$ cat src/rtl/qsn_ctrl_pkg.sv
// Shared constants, FSM state type and shift-decode helpers for the QSN shift scheduler.
package qsn_ctrl_pkg;

  localparam int unsigned ZDef      = 17;
  localparam int unsigned SelWDef   = 5;
  localparam int unsigned TagWDef   = 4;
  localparam int unsigned QsnLatDef = 1;

  typedef enum logic [1:0] {
    StRun   = 2'd0,
    StDrain = 2'd1,
    StDone  = 2'd2
  } state_e;

  // Merge mask for a reduced shift s (s < z): low z-s bits set, upper s bits clear.
  function automatic logic [31:0] shift_to_mask(input int unsigned s, input int unsigned z);
    return (32'd1 << (z - s)) - 32'd1;
  endfunction

  // Right shifter rotates the other way: z-s, with s=0 mapping to 0 rather than z.
  function automatic int unsigned shift_to_right_sel(input int unsigned s, input int unsigned z);
    return (s == 0) ? 0 : (z - s);
  endfunction

endpackage

$ cat src/rtl/qsn_rr_arb2.sv
// Two-requester round-robin arbiter. The pointer side wins a tie; the pointer moves to the
// other side whenever a grant is issued (grants only go to valid requesters).
module qsn_rr_arb2 (
  input  logic       clk_i,
  input  logic       rst_i,
  input  logic       en_i,
  input  logic [1:0] req_i,
  output logic [1:0] gnt_o
);

  logic ptr_q, ptr_d;

  // Grant decode and pointer update.
  always_comb begin
    gnt_o = 2'b00;
    ptr_d = ptr_q;
    if (en_i) begin
      if (req_i == 2'b11) begin
        gnt_o = ptr_q ? 2'b10 : 2'b01;
      end else begin
        gnt_o = req_i;
      end
    end
    if (gnt_o != 2'b00) begin
      ptr_d = gnt_o[0];
    end
  end

  // Pointer register, reset favours requester 0.
  always_ff @(posedge clk_i or posedge rst_i) begin
    if (rst_i) begin
      ptr_q <= 1'b0;
    end else begin
      ptr_q <= ptr_d;
    end
  end

endmodule

$ cat src/rtl/qsn_shift_ctrl.sv
// Scheduler for a shared QSN cyclic-shift datapath: round-robin grant, shift decode,
// mask/tag/src alignment with the shifter latency and layer-boundary drain.
// Optional macro QSN_SHIFT_STATS_EN adds per-side accepted-request counters.
module qsn_shift_ctrl
  import qsn_ctrl_pkg::*;
#(
  parameter int unsigned Z       = ZDef,
  parameter int unsigned SEL_W   = SelWDef,
  parameter int unsigned QSN_LAT = QsnLatDef,
  parameter int unsigned TAG_W   = TagWDef
) (
  input  logic             sys_clk,
  input  logic             rst,
  input  logic             req0_valid,
  output logic             req0_ready,
  input  logic [SEL_W-1:0] req0_shift,
  input  logic [TAG_W-1:0] req0_tag,
  input  logic             req1_valid,
  output logic             req1_ready,
  input  logic [SEL_W-1:0] req1_shift,
  input  logic [TAG_W-1:0] req1_tag,
  input  logic             hold,
  input  logic             layer_end,
  output logic             qsn_issue,
  output logic             qsn_src,
  output logic [SEL_W-1:0] qsn_left_sel,
  output logic [SEL_W-1:0] qsn_right_sel,
  output logic             out_valid,
  output logic [Z-1:0]     out_merge_mask,
  output logic [TAG_W-1:0] out_tag,
  output logic             out_src,
  output logic             drain_done,
  output logic             err_shift
`ifdef QSN_SHIFT_STATS_EN
  ,
  output logic [15:0]      stat_cnt0,
  output logic [15:0]      stat_cnt1
`endif
);

  state_e state_q, state_d;

  logic [1:0]       gnt;
  logic             arb_en, xfer, busy;
  logic [SEL_W-1:0] shift_raw, shift_red;
  logic [TAG_W-1:0] tag_raw;

  logic             issue_q, issue_d, src_q, src_d, err_q, err_d;
  logic [SEL_W-1:0] left_q, left_d, right_q, right_d;
  logic [Z-1:0]     mask_q, mask_d;
  logic [TAG_W-1:0] tag_q, tag_d;

  logic [QSN_LAT-1:0] pipe_valid_q, pipe_valid_d, pipe_src_q, pipe_src_d;
  logic [Z-1:0]       pipe_mask_q [QSN_LAT];
  logic [Z-1:0]       pipe_mask_d [QSN_LAT];
  logic [TAG_W-1:0]   pipe_tag_q  [QSN_LAT];
  logic [TAG_W-1:0]   pipe_tag_d  [QSN_LAT];

  // Readys are forced low while reset is held so every output reads 0 during reset.
  assign arb_en = (state_q == StRun) && !hold && !rst;

  qsn_rr_arb2 u_arb (
    .clk_i (sys_clk),
    .rst_i (rst),
    .en_i  (arb_en),
    .req_i ({req1_valid, req0_valid}),
    .gnt_o (gnt)
  );

  assign req0_ready = gnt[0];
  assign req1_ready = gnt[1];
  assign xfer       = |gnt;
  assign shift_raw  = gnt[1] ? req1_shift : req0_shift;
  assign tag_raw    = gnt[1] ? req1_tag : req0_tag;
  assign shift_red  = (shift_raw >= SEL_W'(Z)) ? shift_raw - SEL_W'(Z) : shift_raw;

  // Issue stage: decode the granted shift; selects hold their value on idle cycles.
  always_comb begin
    issue_d = xfer;
    src_d   = src_q;
    left_d  = left_q;
    right_d = right_q;
    mask_d  = mask_q;
    tag_d   = tag_q;
    err_d   = err_q;
    if (xfer) begin
      src_d   = gnt[1];
      left_d  = shift_red;
      right_d = SEL_W'(shift_to_right_sel(32'(shift_red), Z));
      mask_d  = Z'(shift_to_mask(32'(shift_red), Z));
      tag_d   = tag_raw;
      if (shift_raw >= SEL_W'(Z)) begin
        err_d = 1'b1;
      end
    end
  end

  // Alignment chain: follows the shifter's internal register stages one for one.
  always_comb begin
    pipe_valid_d  = {pipe_valid_q[QSN_LAT-1:0], issue_q} >> 0;
    pipe_valid_d[0] = issue_q;
    pipe_src_d[0]   = src_q;
    pipe_mask_d[0]  = mask_q;
    pipe_tag_d[0]   = tag_q;
    for (int i = 1; i < int'(QSN_LAT); i++) begin
      pipe_valid_d[i] = pipe_valid_q[i-1];
      pipe_src_d[i]   = pipe_src_q[i-1];
      pipe_mask_d[i]  = pipe_mask_q[i-1];
      pipe_tag_d[i]   = pipe_tag_q[i-1];
    end
  end

  // Drain FSM: busy ignores the final stage, so DONE lands the cycle after the last result.
  always_comb begin
    state_d = state_q;
    busy    = issue_q;
    for (int i = 0; i + 1 < int'(QSN_LAT); i++) begin
      busy = busy | pipe_valid_q[i];
    end
    unique case (state_q)
      StRun:   if (layer_end) state_d = StDrain;
      StDrain: if (!busy) state_d = StDone;
      StDone:  state_d = StRun;
      default: state_d = StRun;
    endcase
  end

  // State, issue-stage and alignment registers; reset drops everything in flight.
  always_ff @(posedge sys_clk or posedge rst) begin
    if (rst) begin
      state_q      <= StRun;
      issue_q      <= 1'b0;
      src_q        <= 1'b0;
      left_q       <= '0;
      right_q      <= '0;
      mask_q       <= '0;
      tag_q        <= '0;
      err_q        <= 1'b0;
      pipe_valid_q <= '0;
      pipe_src_q   <= '0;
      for (int i = 0; i < int'(QSN_LAT); i++) begin
        pipe_mask_q[i] <= '0;
        pipe_tag_q[i]  <= '0;
      end
    end else begin
      state_q      <= state_d;
      issue_q      <= issue_d;
      src_q        <= src_d;
      left_q       <= left_d;
      right_q      <= right_d;
      mask_q       <= mask_d;
      tag_q        <= tag_d;
      err_q        <= err_d;
      pipe_valid_q <= pipe_valid_d;
      pipe_src_q   <= pipe_src_d;
      for (int i = 0; i < int'(QSN_LAT); i++) begin
        pipe_mask_q[i] <= pipe_mask_d[i];
        pipe_tag_q[i]  <= pipe_tag_d[i];
      end
    end
  end

  assign qsn_issue      = issue_q;
  assign qsn_src        = src_q;
  assign qsn_left_sel   = left_q;
  assign qsn_right_sel  = right_q;
  assign out_valid      = pipe_valid_q[QSN_LAT-1];
  assign out_src        = pipe_src_q[QSN_LAT-1];
  assign out_merge_mask = pipe_mask_q[QSN_LAT-1];
  assign out_tag        = pipe_tag_q[QSN_LAT-1];
  assign drain_done     = (state_q == StDone);
  assign err_shift      = err_q;

`ifdef QSN_SHIFT_STATS_EN
  logic [15:0] cnt0_q, cnt0_d, cnt1_q, cnt1_d;

  // Saturating per-side accept counters, cleared at each drain completion.
  always_comb begin
    cnt0_d = cnt0_q;
    cnt1_d = cnt1_q;
    if (state_q == StDone) begin
      cnt0_d = '0;
      cnt1_d = '0;
    end else begin
      if (gnt[0] && (cnt0_q != 16'hFFFF)) cnt0_d = cnt0_q + 16'd1;
      if (gnt[1] && (cnt1_q != 16'hFFFF)) cnt1_d = cnt1_q + 16'd1;
    end
  end

  // Counter registers.
  always_ff @(posedge sys_clk or posedge rst) begin
    if (rst) begin
      cnt0_q <= '0;
      cnt1_q <= '0;
    end else begin
      cnt0_q <= cnt0_d;
      cnt1_q <= cnt1_d;
    end
  end

  assign stat_cnt0 = cnt0_q;
  assign stat_cnt1 = cnt1_q;
`endif

endmodule

$ cat config.mk
export PLATFORM = sky130hd
export DESIGN_NAME = qsn_shift_ctrl
export DESIGN_NICKNAME = d
export VERILOG_FILES = /design/src/rtl/qsn_ctrl_pkg.sv /design/src/rtl/qsn_rr_arb2.sv /design/src/rtl/qsn_shift_ctrl.sv
export SDC_FILE = /design/constraint.sdc
export NUM_CORES = 1
export LEC_CHECK = 0
export CAP_MARGIN = 20
export CORE_ASPECT_RATIO = 1.5
export CORE_MARGIN = 2
export CORE_UTILIZATION = 64
export CTS_CLUSTER_SIZE = 20
export DETAILED_ROUTE_END_ITERATION = 8
export DONT_BUFFER_PORTS = 1
export GPL_ROUTABILITY_DRIVEN = 0
export HOLD_SLACK_MARGIN = 0.08
export PLACE_DENSITY = 0.8
export SLEW_MARGIN = 20
export SYNTH_ARGS = -nofsm -noshare
export SYNTH_HDL_FRONTEND = slang
export SYNTH_SLANG_ARGS = --single-unit
$ cat constraint.sdc
create_clock -name sys_clk -period 12.22 [get_ports sys_clk]
set_clock_uncertainty 0.1 [all_clocks]
set_input_delay 1.833 -clock sys_clk [delete_from_list [all_inputs] [get_ports sys_clk]]
set_output_delay 1.833 -clock sys_clk [all_outputs]
set_load 0.05 [all_outputs]
==> impl_summary.log, run 1 <==
[metrics] run status: finished, final reports clean
[metrics] Async S/R FF share, synth: 1.00
[metrics] Post-Syn Instances: between 200 and 300
[metrics] Die ar.: 0.00502 mm^2
[metrics] Synth warnings: 0
[metrics] cell with the largest stage delay on the worst path: ha_1
[metrics] initial core utilization: 0.673
[metrics] cell count after placement: 308
[metrics] remaining global-route overflow: 0
[metrics] type of the worst setup path: in -> reg
[metrics] wire length of the first global-routing pass: around 9800 um
[metrics] routed via count: 2,112
[metrics] growth of design area from synthesis to finish: 7.75%
[metrics] number of antenna diodes: 0
[metrics] post-placement setup slack: between 6 and 7 ns
[metrics] gr usage total: 0.263
[metrics] worst reg-to-reg setup slack: 7.71 ns
[metrics] cells along the critical path: nor4_4 > nand3_4 > clkinv_2 > a32oi_4 > inv_2 > ha_1 > nor4b_1 > o2111ai_1 > o32a_1 > nor2_1 > nand3_1 > ha_1 > a21boi_0 > o21a_1 > a21o_1 > a31oi_1
[metrics] DP HPWL: 4100 um
[metrics] post-cts gate resize count: 0
[metrics] CTS clock-pin slew for the worst setup and hold paths: roughly 0.07 ns
[metrics] cell accounting for the most synthesized area: dfrtp_1
[metrics] main area contributors after synthesis: dfrtp_1, nor2_1, nand2_1, nand3_1, a21oi_1
[metrics] final core utilization: 0.725
[metrics] final number of setup-violating endpoints: 0
[metrics] initial antenna violation count: 0
[metrics] number of cells on the worst reg-to-reg path: 16
[metrics] classification of the worst-slack hold path: reg -> reg
[metrics] Synth Area per Inst: approximately 10 um^2
[metrics] via count normalized by instance count: ~6.5
[metrics] deepest level of the CTS H-tree: 3
[metrics] final setup TNS: 0 ns
[metrics] number of maximum-capacitance constraint violations: 0
[metrics] final cycle utilization of the critical path: 0.450
[metrics] sequential element share of the synthesized area: 0.526
[metrics] Crit path top cell by count: ha_1
[metrics] maximum clock path buffer count: 2
[metrics] crit path DAT: roughly 5.7 ns
[metrics] Pins Over Slew Limit: 0
[metrics] count of buffers inserted at the top-level ports: 0
[metrics] RSZ-0062 raised after global routing: false
[metrics] final design instance area without fill: roughly 0.0031 mm^2
[metrics] Hold Worst Slack: approximately 0.27 ns
[metrics] drt wl/cell: 17.8 um
[metrics] time the worst path needs with I/O delays and setup: between 5 and 6 ns
[metrics] register bit count reported by yosys: 60
[metrics] CP max FO: 18
[metrics] distinct cell type count after synthesis: 60
[metrics] most used flip-flop cell after synthesis: dfrtp_1
[metrics] count of hold buffers inserted by post-cts repair: 0
[metrics] root buffer selected by CTS: clkbuf_8
[metrics] required arrival time at the worst endpoint: between 10 and 15 ns
[metrics] kind of end point of the critical path: flip-flop
[metrics] detailed router's first-iteration violation count: slightly below 90
[metrics] cell type group with the largest total delay on the critical path: compound AO/OA/AOI/OAI gates
[metrics] share of cells above drive strength 1: 0.119
[metrics] die extent in y: 85.8 um
[metrics] total wire length after detailed routing: between 5000 and 6000 um
[metrics] CP bufs+invs: 2
[metrics] count of TritonRoute iterations in the first routing pass: 4
[metrics] transition at the pin with the smallest max-transition slack: ~0.93 ns
[metrics] post-layout net count: ~300
[metrics] number of instances on the worst hold path: 0
[metrics] worst rel slew slack: 0.381
[metrics] kind of start point of the critical path: primary input
[metrics] final setup margin: between 6 and 7 ns
[metrics] Worst Hold Endpoint: out_tag[2]
[metrics] Placement Cell Area: about 0.0029 mm^2
[metrics] clock tree from TritonCTS: yes
[metrics] largest vdd supply drop: roughly 0.22 mV
[metrics] area share of the largest cell type after synthesis: 0.526
[metrics] worst min-delay path startpoint: pipe_tag_d[2]
[metrics] Pwr Density: between 200 and 300 mW/mm^2
[metrics] DR DRC count: 0
[metrics] Sequential cell area: between 0.0015 and 0.002 mm^2
[metrics] final-report hold violation count: 0
[metrics] Pleak: 1.31 nW
[metrics] Inserted Clock Buffers: 9
[metrics] cell area after technology mapping: 0.00286 mm^2
[metrics] via count of the first global-routing pass: slightly above 2k
[metrics] endpoint of the lowest-slack register-to-register path: mask_q[12]
[metrics] f_max: 0.182 GHz
[metrics] Core Area: ~0.0042 mm^2
[metrics] area of the multi-input gates: approximately 0.0013 mm^2
[metrics] launching point of the worst reg2reg path: state_q[1]
[metrics] Layout Cells excl Fill: 324
[metrics] die span in x: between 50 and 60 um
[metrics] filler cell count in the final layout: ~320
[metrics] Post-Syn Nets: 300
[metrics] antenna-violating nets left: 0
[metrics] largest stage delay on the critical path: between 0.4 and 0.5 ns
[metrics] TritonCTS Sinks: 60
[metrics] maximum number of pins on one net before global-route repair: 55
[metrics] # IOs: 63
[metrics] Cell Rows: 29
[metrics] EDFF count, synth: 0
[metrics] clock latency on the worst-skew pair: approximately 0.34 ns
[metrics] total chip power: 0.862 mW
[metrics] post-CTS setup buffers: 0
==> state kept, by name, summed over array words and instances, names as in the netlist <==
register,count
err_shift,1
mask_q,17
out_merge_mask,17
out_src,1
out_tag,4
out_valid,1
pipe_tag_d,4
qsn_issue,1
qsn_left_sel,5
qsn_right_sel,5
qsn_src,1
state_q,2
u_arb.ptr_q,1
==> how the worst max path moves through the flow <==
stage,start,cells after the start,end,slack (ns)
6_report,hold,16,mask_q[12],6.72
5_1_grt,hold,16,mask_q[12],6.36
4_1_cts,hold,16,mask_q[12],6.77
3_5_place_dp,hold,16,mask_q[12],6.40
3_3_place_gp,hold,16,mask_q[16],6.56
2_1_floorplan,req1_shift[1],18,mask_q[16],6.76
==> worst reg2reg max path, stage by stage (launching register included) <==
cell	delay, ns
dfrtp_1	0.42
nor4_4	0.50
nand3_4	0.29
clkinv_2	0.37
a32oi_4	0.25
inv_2	0.20
ha_1	0.42
nor4b_1	0.28
o2111ai_1	0.13
o32a_1	0.26
nor2_1	0.11
nand3_1	0.09
ha_1	0.30
a21boi_0	0.17
o21a_1	0.19
a21o_1	0.20
a31oi_1	0.16
==> cell usage after synthesis, types with 2 or more instances <==
library cell and instances:
o31ai_2 2, nand2b_1 6, and3_1 2, xor2_1 4
nor3b_1 2, o41a_1 2, o21a_1 2, clkbuf_1 9
a22o_1 2, and2_1 2, inv_1 4, o22ai_1 4
xnor2_1 4, a31oi_1 7, mux2i_1 5, nand3_1 18
a211o_1 4, nor2_1 32, nor2b_1 3, buf_6 2
ha_1 2, o41ai_1 2, nor4_1 2, nand2_1 28
o21ai_0 9, a21o_1 5, nand4_1 4, o31ai_1 3
a21oi_1 12, dfrtp_1 60, buf_1 2
==> layout by cell type, fill, tap and decap left out, drive strengths merged, types with 3 or more instances in the layout <==
master	count
o22ai	4
a21oi	12
nor2	33
dfrtp	60
o31ai	5
inv	5
a31oi	7
nand2b	6
nor3	3
xnor2	5
a211o	4
nand2	28
nor2b	3
clkbuf	12
o21ai	10
nand4	4
clkinv	3
nor4	3
nand3	19
xor2	4
a21o	5
mux2i	6
==> report_power, final <==
part	leakage (nW)	switching, mW	internal, mW	total [mW]
Sequential	0.705	0.236	0.285	0.521
Clock	0.107	0.0736	0.120	0.194
Combinational	0.496	0.0893	0.0579	0.147
==> routing by layer <==
layer	wire [um]	share of wire	vias to the layer above	global-route usage
li1	-	-	985	-
met1	2260	0.39	1035	0.317
met2	3030	0.53	76	0.416
met3	310	0.054	16	0.0830
met4	167	0.029	0	0.137
met5	0	0	-	0
==> cell type report <==
| type | count | share of cell area |
|---|---|---|
| flip-flops and latches | 60 | 0.488 |
| clock inverters | 4 | 0.0236 |
| multi-input cells | 193 | 0.409 |
| inverters | 7 | 0.00894 |
| well taps | 46 | 0.0187 |
| repair buffers | 2 | 0.00488 |
| clock buffers | 12 | 0.0472 |
==> kinds of logic after synthesis <==
kind of cell	synth area share
and+or+nand+nor	0.204
AOI/OAI and AO/OA	0.169
DFF	0.526
buffers and inverters	0.0337
xor gates and xnor gates	0.0342
muxes	0.0254
adders and majority gates	0.00876
Power figures use the tool's default switching activity.
==> run 2: changes to the inputs <==
CORE_UTILIZATION = 62   (was 64)
PLACE_DENSITY = 0.78   (was 0.8)
clock period = 5.2 ns   (was 12.22 ns; I/O delays follow)
==> impl_summary.log, run 2 (synthesis gave the netlist of run 1 again) <==
[metrics] initial antenna violation count: 0
[metrics] DP HPWL: roughly 4100 um
[metrics] maximum clock path buffer count: 2
[metrics] worst reg-to-reg setup slack: 0.95 ns
[metrics] Core Area: 0.00447 mm^2
[metrics] Pins Over Slew Limit: 0
[metrics] share of cells above drive strength 1: 0.129
[metrics] type of the worst setup path: reg -> reg
[metrics] Pleak: between 1 and 1.5 nW
[metrics] Placement Cell Area: around 0.0029 mm^2
[metrics] drt wl/cell: between 15 and 20 um
[metrics] worst rel slew slack: 0.386
[metrics] deepest level of the CTS H-tree: 3
[metrics] CTS clock-pin slew for the worst setup and hold paths: around 0.070 ns
[metrics] time the worst path needs with I/O delays and setup: around 4.2 ns
[metrics] initial core utilization: 0.639
[metrics] TritonCTS Sinks: 60
[metrics] most common library cell in the layout ignoring fill and taps: dfrtp_1
[metrics] growth of design area from synthesis to finish: 7.53%
[metrics] classification of the worst-slack hold path: in -> async
[metrics] transition at the pin with the smallest max-transition slack: approximately 0.92 ns
[metrics] DR DRC count: 0
[metrics] root buffer selected by CTS: clkbuf_8
[metrics] final number of setup-violating endpoints: 0
[metrics] RSZ-0062 raised after global routing: false
[metrics] final design instance area without fill: 0.00307 mm^2
[metrics] final core utilization: 0.688
[metrics] post-CTS setup buffers: 0
[metrics] count of hold buffers inserted by post-cts repair: 0
[metrics] final cycle utilization of the critical path: 0.817
[metrics] via count of the first global-routing pass: 2,023
[metrics] gr usage total: 0.254
[metrics] kind of start point of the critical path: flip-flop
[metrics] # IOs: 63
[metrics] via count normalized by instance count: roughly 6.3
[metrics] Die ar.: approximately 0.0052 mm^2
[metrics] f_max: 0.235 GHz
[metrics] Pwr Density: around 650 mW/mm^2
[metrics] cell type group with the largest total delay on the critical path: simple AND/OR/NAND/NOR gates
[metrics] antenna-violating nets left: 0
[metrics] sequential cell fraction of total power: 0.616
[metrics] clock latency on the worst-skew pair: 0.34 ns
[metrics] count of TritonRoute iterations in the first routing pass: 4
[metrics] maximum number of pins on one net before global-route repair: 40
[metrics] total wire length after detailed routing: just under 6000 um
[metrics] number of antenna diodes: 0
[metrics] final setup TNS: 0 ns
[metrics] die span in x: roughly 59 um
[metrics] final-report hold violation count: 0
[metrics] Critical Path Source: state_q[1]
[metrics] total chip power: around 2.0 mW
[metrics] Inserted Clock Buffers: 9
[metrics] cells along the critical path: nor4_4 > and4_1 > o21ai_0 > xnor2_1 > mux2i_1 > ha_1 > nor4b_1 > o2111ai_1 > o32a_1 > nor2_1 > nand3_1 > ha_1 > a21boi_0 > o21a_1 > a211o_1 > nand3_1
[metrics] relative contribution of combinational cells to total power: 0.175
[metrics] wire length of the first global-routing pass: slightly below 10,000 um
[metrics] commonest cells after routing, fill and taps aside: dfrtp_1, nor2_1, nand2_1, nand3_1, a21oi_1
[metrics] Cell Rows: 30
[metrics] count of buffers inserted at the top-level ports: 0
[metrics] crit path DAT: between 4 and 5 ns
[metrics] largest stage delay on the critical path: roughly 0.49 ns
[metrics] remaining global-route overflow: 0
[metrics] total number of cells along the worst setup path: 16
[metrics] cell with the largest stage delay on the worst path: nor4_4
[metrics] CP bufs+invs: 0
[metrics] switching share of power: 0.477
[metrics] kind of end point of the critical path: flip-flop
[metrics] run status: finished, final reports clean
[metrics] launching point of the worst reg2reg path: state_q[1]
[metrics] CP max FO: 7
[metrics] number of cells on the worst reg-to-reg path: 16
[metrics] Layout Cells excl Fill: between 300 and 400
[metrics] die extent in y: roughly 87 um
[metrics] largest vdd supply drop: 0.393 mV
[metrics] post-layout net count: 300
[metrics] cell count after placement: 311
[metrics] number of maximum-capacitance constraint violations: 0
[metrics] clock tree from TritonCTS: yes
[metrics] Cell Int Power: a little over 1 mW
[metrics] required arrival time at the worst endpoint: ~5.4 ns
[metrics] post-cts gate resize count: 0
[metrics] detailed router's first-iteration violation count: between 100 and 150
[metrics] relative contribution of the clock network to total power: 0.209
[metrics] reported net switching power: approximately 0.95 mW
[metrics] routed via count: between 2k and 2.5k
[run 2: stage by stage]
stage                     hold slack (ns)  worst slack, ns
after global placement              0.259            0.793
after CTS                           0.215            0.958
after floorplan                     0.246            0.794
final                               0.219            0.953
after global routing                0.256            0.658
after detailed placement            0.262            0.693
[run 2: final timing paths]
path	endpoint
max in group asynchronous	mask_q[2]
worst max register to register	mask_q[16]
worst min-delay path	qsn_issue
worst max-delay path	mask_q[16]
worst min register to register	out_merge_mask[16]
min in group sys_clk	out_merge_mask[16]
[run 2: cell type report]
| cell class | count | area, um^2 |
|---|---|---|
| clock buffer | 10 | 138 |
| inverter | 7 | 27.5 |
| multi-input combinational | 193 | 1260 |
| fill | 355 | 1400 |
| timing repair buffer | 3 | 22.5 |
| clock inverter | 6 | 63.8 |
| sequential | 60 | 1500 |
| tap | 48 | 60.1 |
[run 2: power by group through the flow]
stage	Combinational (mW)	Sequential (mW)	Clock, mW
floorplan	0.293	1.20	0
global placement	0.336	1.23	0
detailed placement	0.346	1.24	0
CTS	0.347	1.23	0.424
global route	0.393	1.25	0.440
finish	0.348	1.22	0.415
[run 2: metal layers]
layer / global-route usage / wire (um) / share of wire
met5: 0 / 0 / 0
met4: 0.143 / 218 / 0.037
met3: 0.0684 / 321 / 0.055
met2: 0.389 / 2860 / 0.49
met1: 0.320 / 2440 / 0.42
==> run 3: changes to the inputs <==
CORE_UTILIZATION = 56   (was 62)
PLACE_DENSITY = 0.74   (was 0.78)
clock period = 3.4 ns   (was 5.2 ns; I/O delays follow)
==> impl_summary.log, run 3 (synthesis gave the netlist of run 1 again) <==
[metrics] run status: complete, but fails checks
[metrics] violated checks: negative setup slack
[metrics] required arrival time at the worst endpoint: roughly 3.6 ns
[metrics] gr usage total: 0.247
[metrics] CP max FO: 5
[metrics] RSZ-0062 raised after global routing: true
[metrics] final core utilization: 0.687
[metrics] clock latency on the worst-skew pair: roughly 0.34 ns
[metrics] filler cell count in the final layout: slightly below 400
[metrics] cell count after placement: ~350
[metrics] transition at the pin with the smallest max-transition slack: a little over 0.9 ns
[metrics] wire length of the first global-routing pass: ~11,000 um
[metrics] total wire length after detailed routing: around 6500 um
[metrics] met1 usage in global routing: 0.263
[metrics] largest vdd supply drop: between 0.4 and 0.5 mV
[metrics] TritonCTS Sinks: 60
[metrics] Pwr Density: 913 mW/mm^2
[metrics] count of TritonRoute iterations in the first routing pass: 4
[metrics] Core Area: roughly 0.005 mm^2
[metrics] via count of the first global-routing pass: roughly 2.2k
[metrics] root buffer selected by CTS: clkbuf_8
[metrics] drt wl/cell: 17.4 um
[metrics] Inserted Clock Buffers: 9
[metrics] count of buffers inserted at the top-level ports: 0
[metrics] Cell Rows: 31
[metrics] Die ar.: 0.00570 mm^2
[metrics] die span in x: slightly above 60 um
[metrics] final-report hold violation count: 0
[metrics] classification of the worst-slack hold path: in -> reg
[metrics] time the worst path needs with I/O delays and setup: around 3.5 ns
[metrics] number of maximum-capacitance constraint violations: 0
[metrics] CTS clock-pin slew for the worst setup and hold paths: around 0.07 ns
[metrics] Critical Path Source: state_q[0]
[metrics] final cycle utilization of the critical path: 1.04
[metrics] area of the multi-input gates: 0.00133 mm^2
[metrics] growth of design area from synthesis to finish: 17.6%
[metrics] post-layout net count: around 330
[metrics] final number of setup-violating endpoints: 6
[metrics] final setup TNS: -0.447 ns
[metrics] Pins Over Slew Limit: 0
[metrics] maximum number of pins on one net before global-route repair: 29
[metrics] final design instance area without fill: roughly 0.0034 mm^2
[metrics] kind of start point of the critical path: flip-flop
[metrics] worst rel slew slack: 0.381
[metrics] worst reg-to-reg setup slack: -0.12 ns
[metrics] # IOs: 63
[metrics] total chip power: slightly above 3 mW
[metrics] die extent in y: between 90 and 100 um
[metrics] f_max: around 0.28 GHz
[metrics] initial antenna violation count: 0
[metrics] met2 global-route usage: 0.439
[metrics] crit path DAT: 3.69 ns
[metrics] post-placement setup slack: -0.163 ns
[metrics] fraction of met3 tracks used by global routing: 0.0694
[metrics] routed via count: between 2k and 2.5k
[metrics] endpoint of the lowest-slack register-to-register path: mask_q[16]
[metrics] Pleak: approximately 1.4 nW
[metrics] clock tree from TritonCTS: yes
[metrics] detailed router's first-iteration violation count: between 100 and 150
[metrics] deepest level of the CTS H-tree: 3
[metrics] Hold Worst Slack: 0.238 ns
[metrics] Most Used Layer, Global Route: met2
[metrics] Sequential cell area: around 0.0015 mm^2
[metrics] commonest cells after routing, fill and taps aside: dfrtp_1, nor2_1, buf_4, nand2_1, nand3_1
[metrics] launching point of the worst reg2reg path: state_q[0]
[metrics] Layout Cells excl Fill: between 300 and 400
[metrics] initial core utilization: 0.584
[metrics] largest stage delay on the critical path: 0.41 ns
[metrics] Crit path top cell by count: nand3_1
[metrics] timing endpoint of the critical path: mask_q[16]
[metrics] share of cells above drive strength 1: 0.228
[metrics] kind of end point of the critical path: flip-flop
[metrics] DR DRC count: 0
[metrics] most common library cell in the layout ignoring fill and taps: dfrtp_1
[metrics] maximum clock path buffer count: 2
[metrics] type of the worst setup path: reg -> reg
[metrics] remaining global-route overflow: 0
[metrics] cells along the critical path: nor4_4 > and4_4 > o21ai_2 > xnor2_1 > mux2i_1 > ha_2 > nor4b_4 > o2111ai_1 > o32a_1 > nor2_1 > nand3_1 > ha_4 > a21boi_4 > o21a_1 > a211o_1 > nand3_1
[metrics] Placement Cell Area: 0.00310 mm^2
[metrics] via count normalized by instance count: 5.74
[metrics] cell with the largest stage delay on the worst path: nor4_4
[metrics] number of cells on the worst reg-to-reg path: 16
[metrics] number of antenna diodes: 0
[metrics] DP HPWL: ~4800 um
[metrics] antenna-violating nets left: 0
[metrics] final setup margin: -0.125 ns
==> run 3: metal layers <==
layer | share of wire | vias up
li1 | - | 1045
met1 | 0.38 | 1006
met2 | 0.55 | 80
met3 | 0.045 | 10
met4 | 0.022 | 0
met5 | 0 | -
==> run 3: final cells by class <==
cell class,instances,share of cell area
Inverter,7,0.00931
Timing Repair Buffer,31,0.0712
Clock inverter,5,0.0112
Clock buffer,11,0.0421
Multi-Input combinational cell,193,0.395
Sequential cell,60,0.447
Tap cell,66,0.0246
==> run 3: worst min path at each step <==
stage	endpoint	start	depth (start not counted)	slack (ns)
5_1_grt	pipe_tag_d[3]	req1_tag[3]	2	0.25
3_3_place_gp	out_merge_mask[5]	mask_q[5]	0	0.26
4_1_cts	pipe_tag_d[0]	req1_tag[0]	2	0.24
6_report	state_q[0]	layer_end	2	0.24
2_1_floorplan	out_merge_mask[5]	mask_q[5]	0	0.25
3_5_place_dp	out_merge_mask[2]	mask_q[2]	0	0.26
==> run 3: where the power goes <==
part	leakage [nW]	switching (mW)	internal [mW]
registers	0.705	0.852	1.02
clock network	0.0855	0.269	0.285
logic	0.656	0.357	0.281
total	1.45	1.48	1.59
==> run 3: repair_timing <==
action | in CTS | in global routing
endpoints found under the hold margin | 26 | 0
hold buffers | 1 | 0
setup buffers | 3 | 0
endpoints found under the setup margin | 6 | 13
gates cloned | 0 | 0
pin swaps | 12 | 9
gates resized for setup | 2 | 6
==> run 3: worst max-delay path: cells and delay by family (launching register included) <==
family	cells	cell delay, ns
AO/OA/AOI/OAI	6	1.01
multiplexers	1	0.22
flip-flops	1	0.40
XOR/XNOR	1	0.13
adder cells (fa/ha/maj)	2	0.41
AND/OR/NAND/NOR	6	1.18
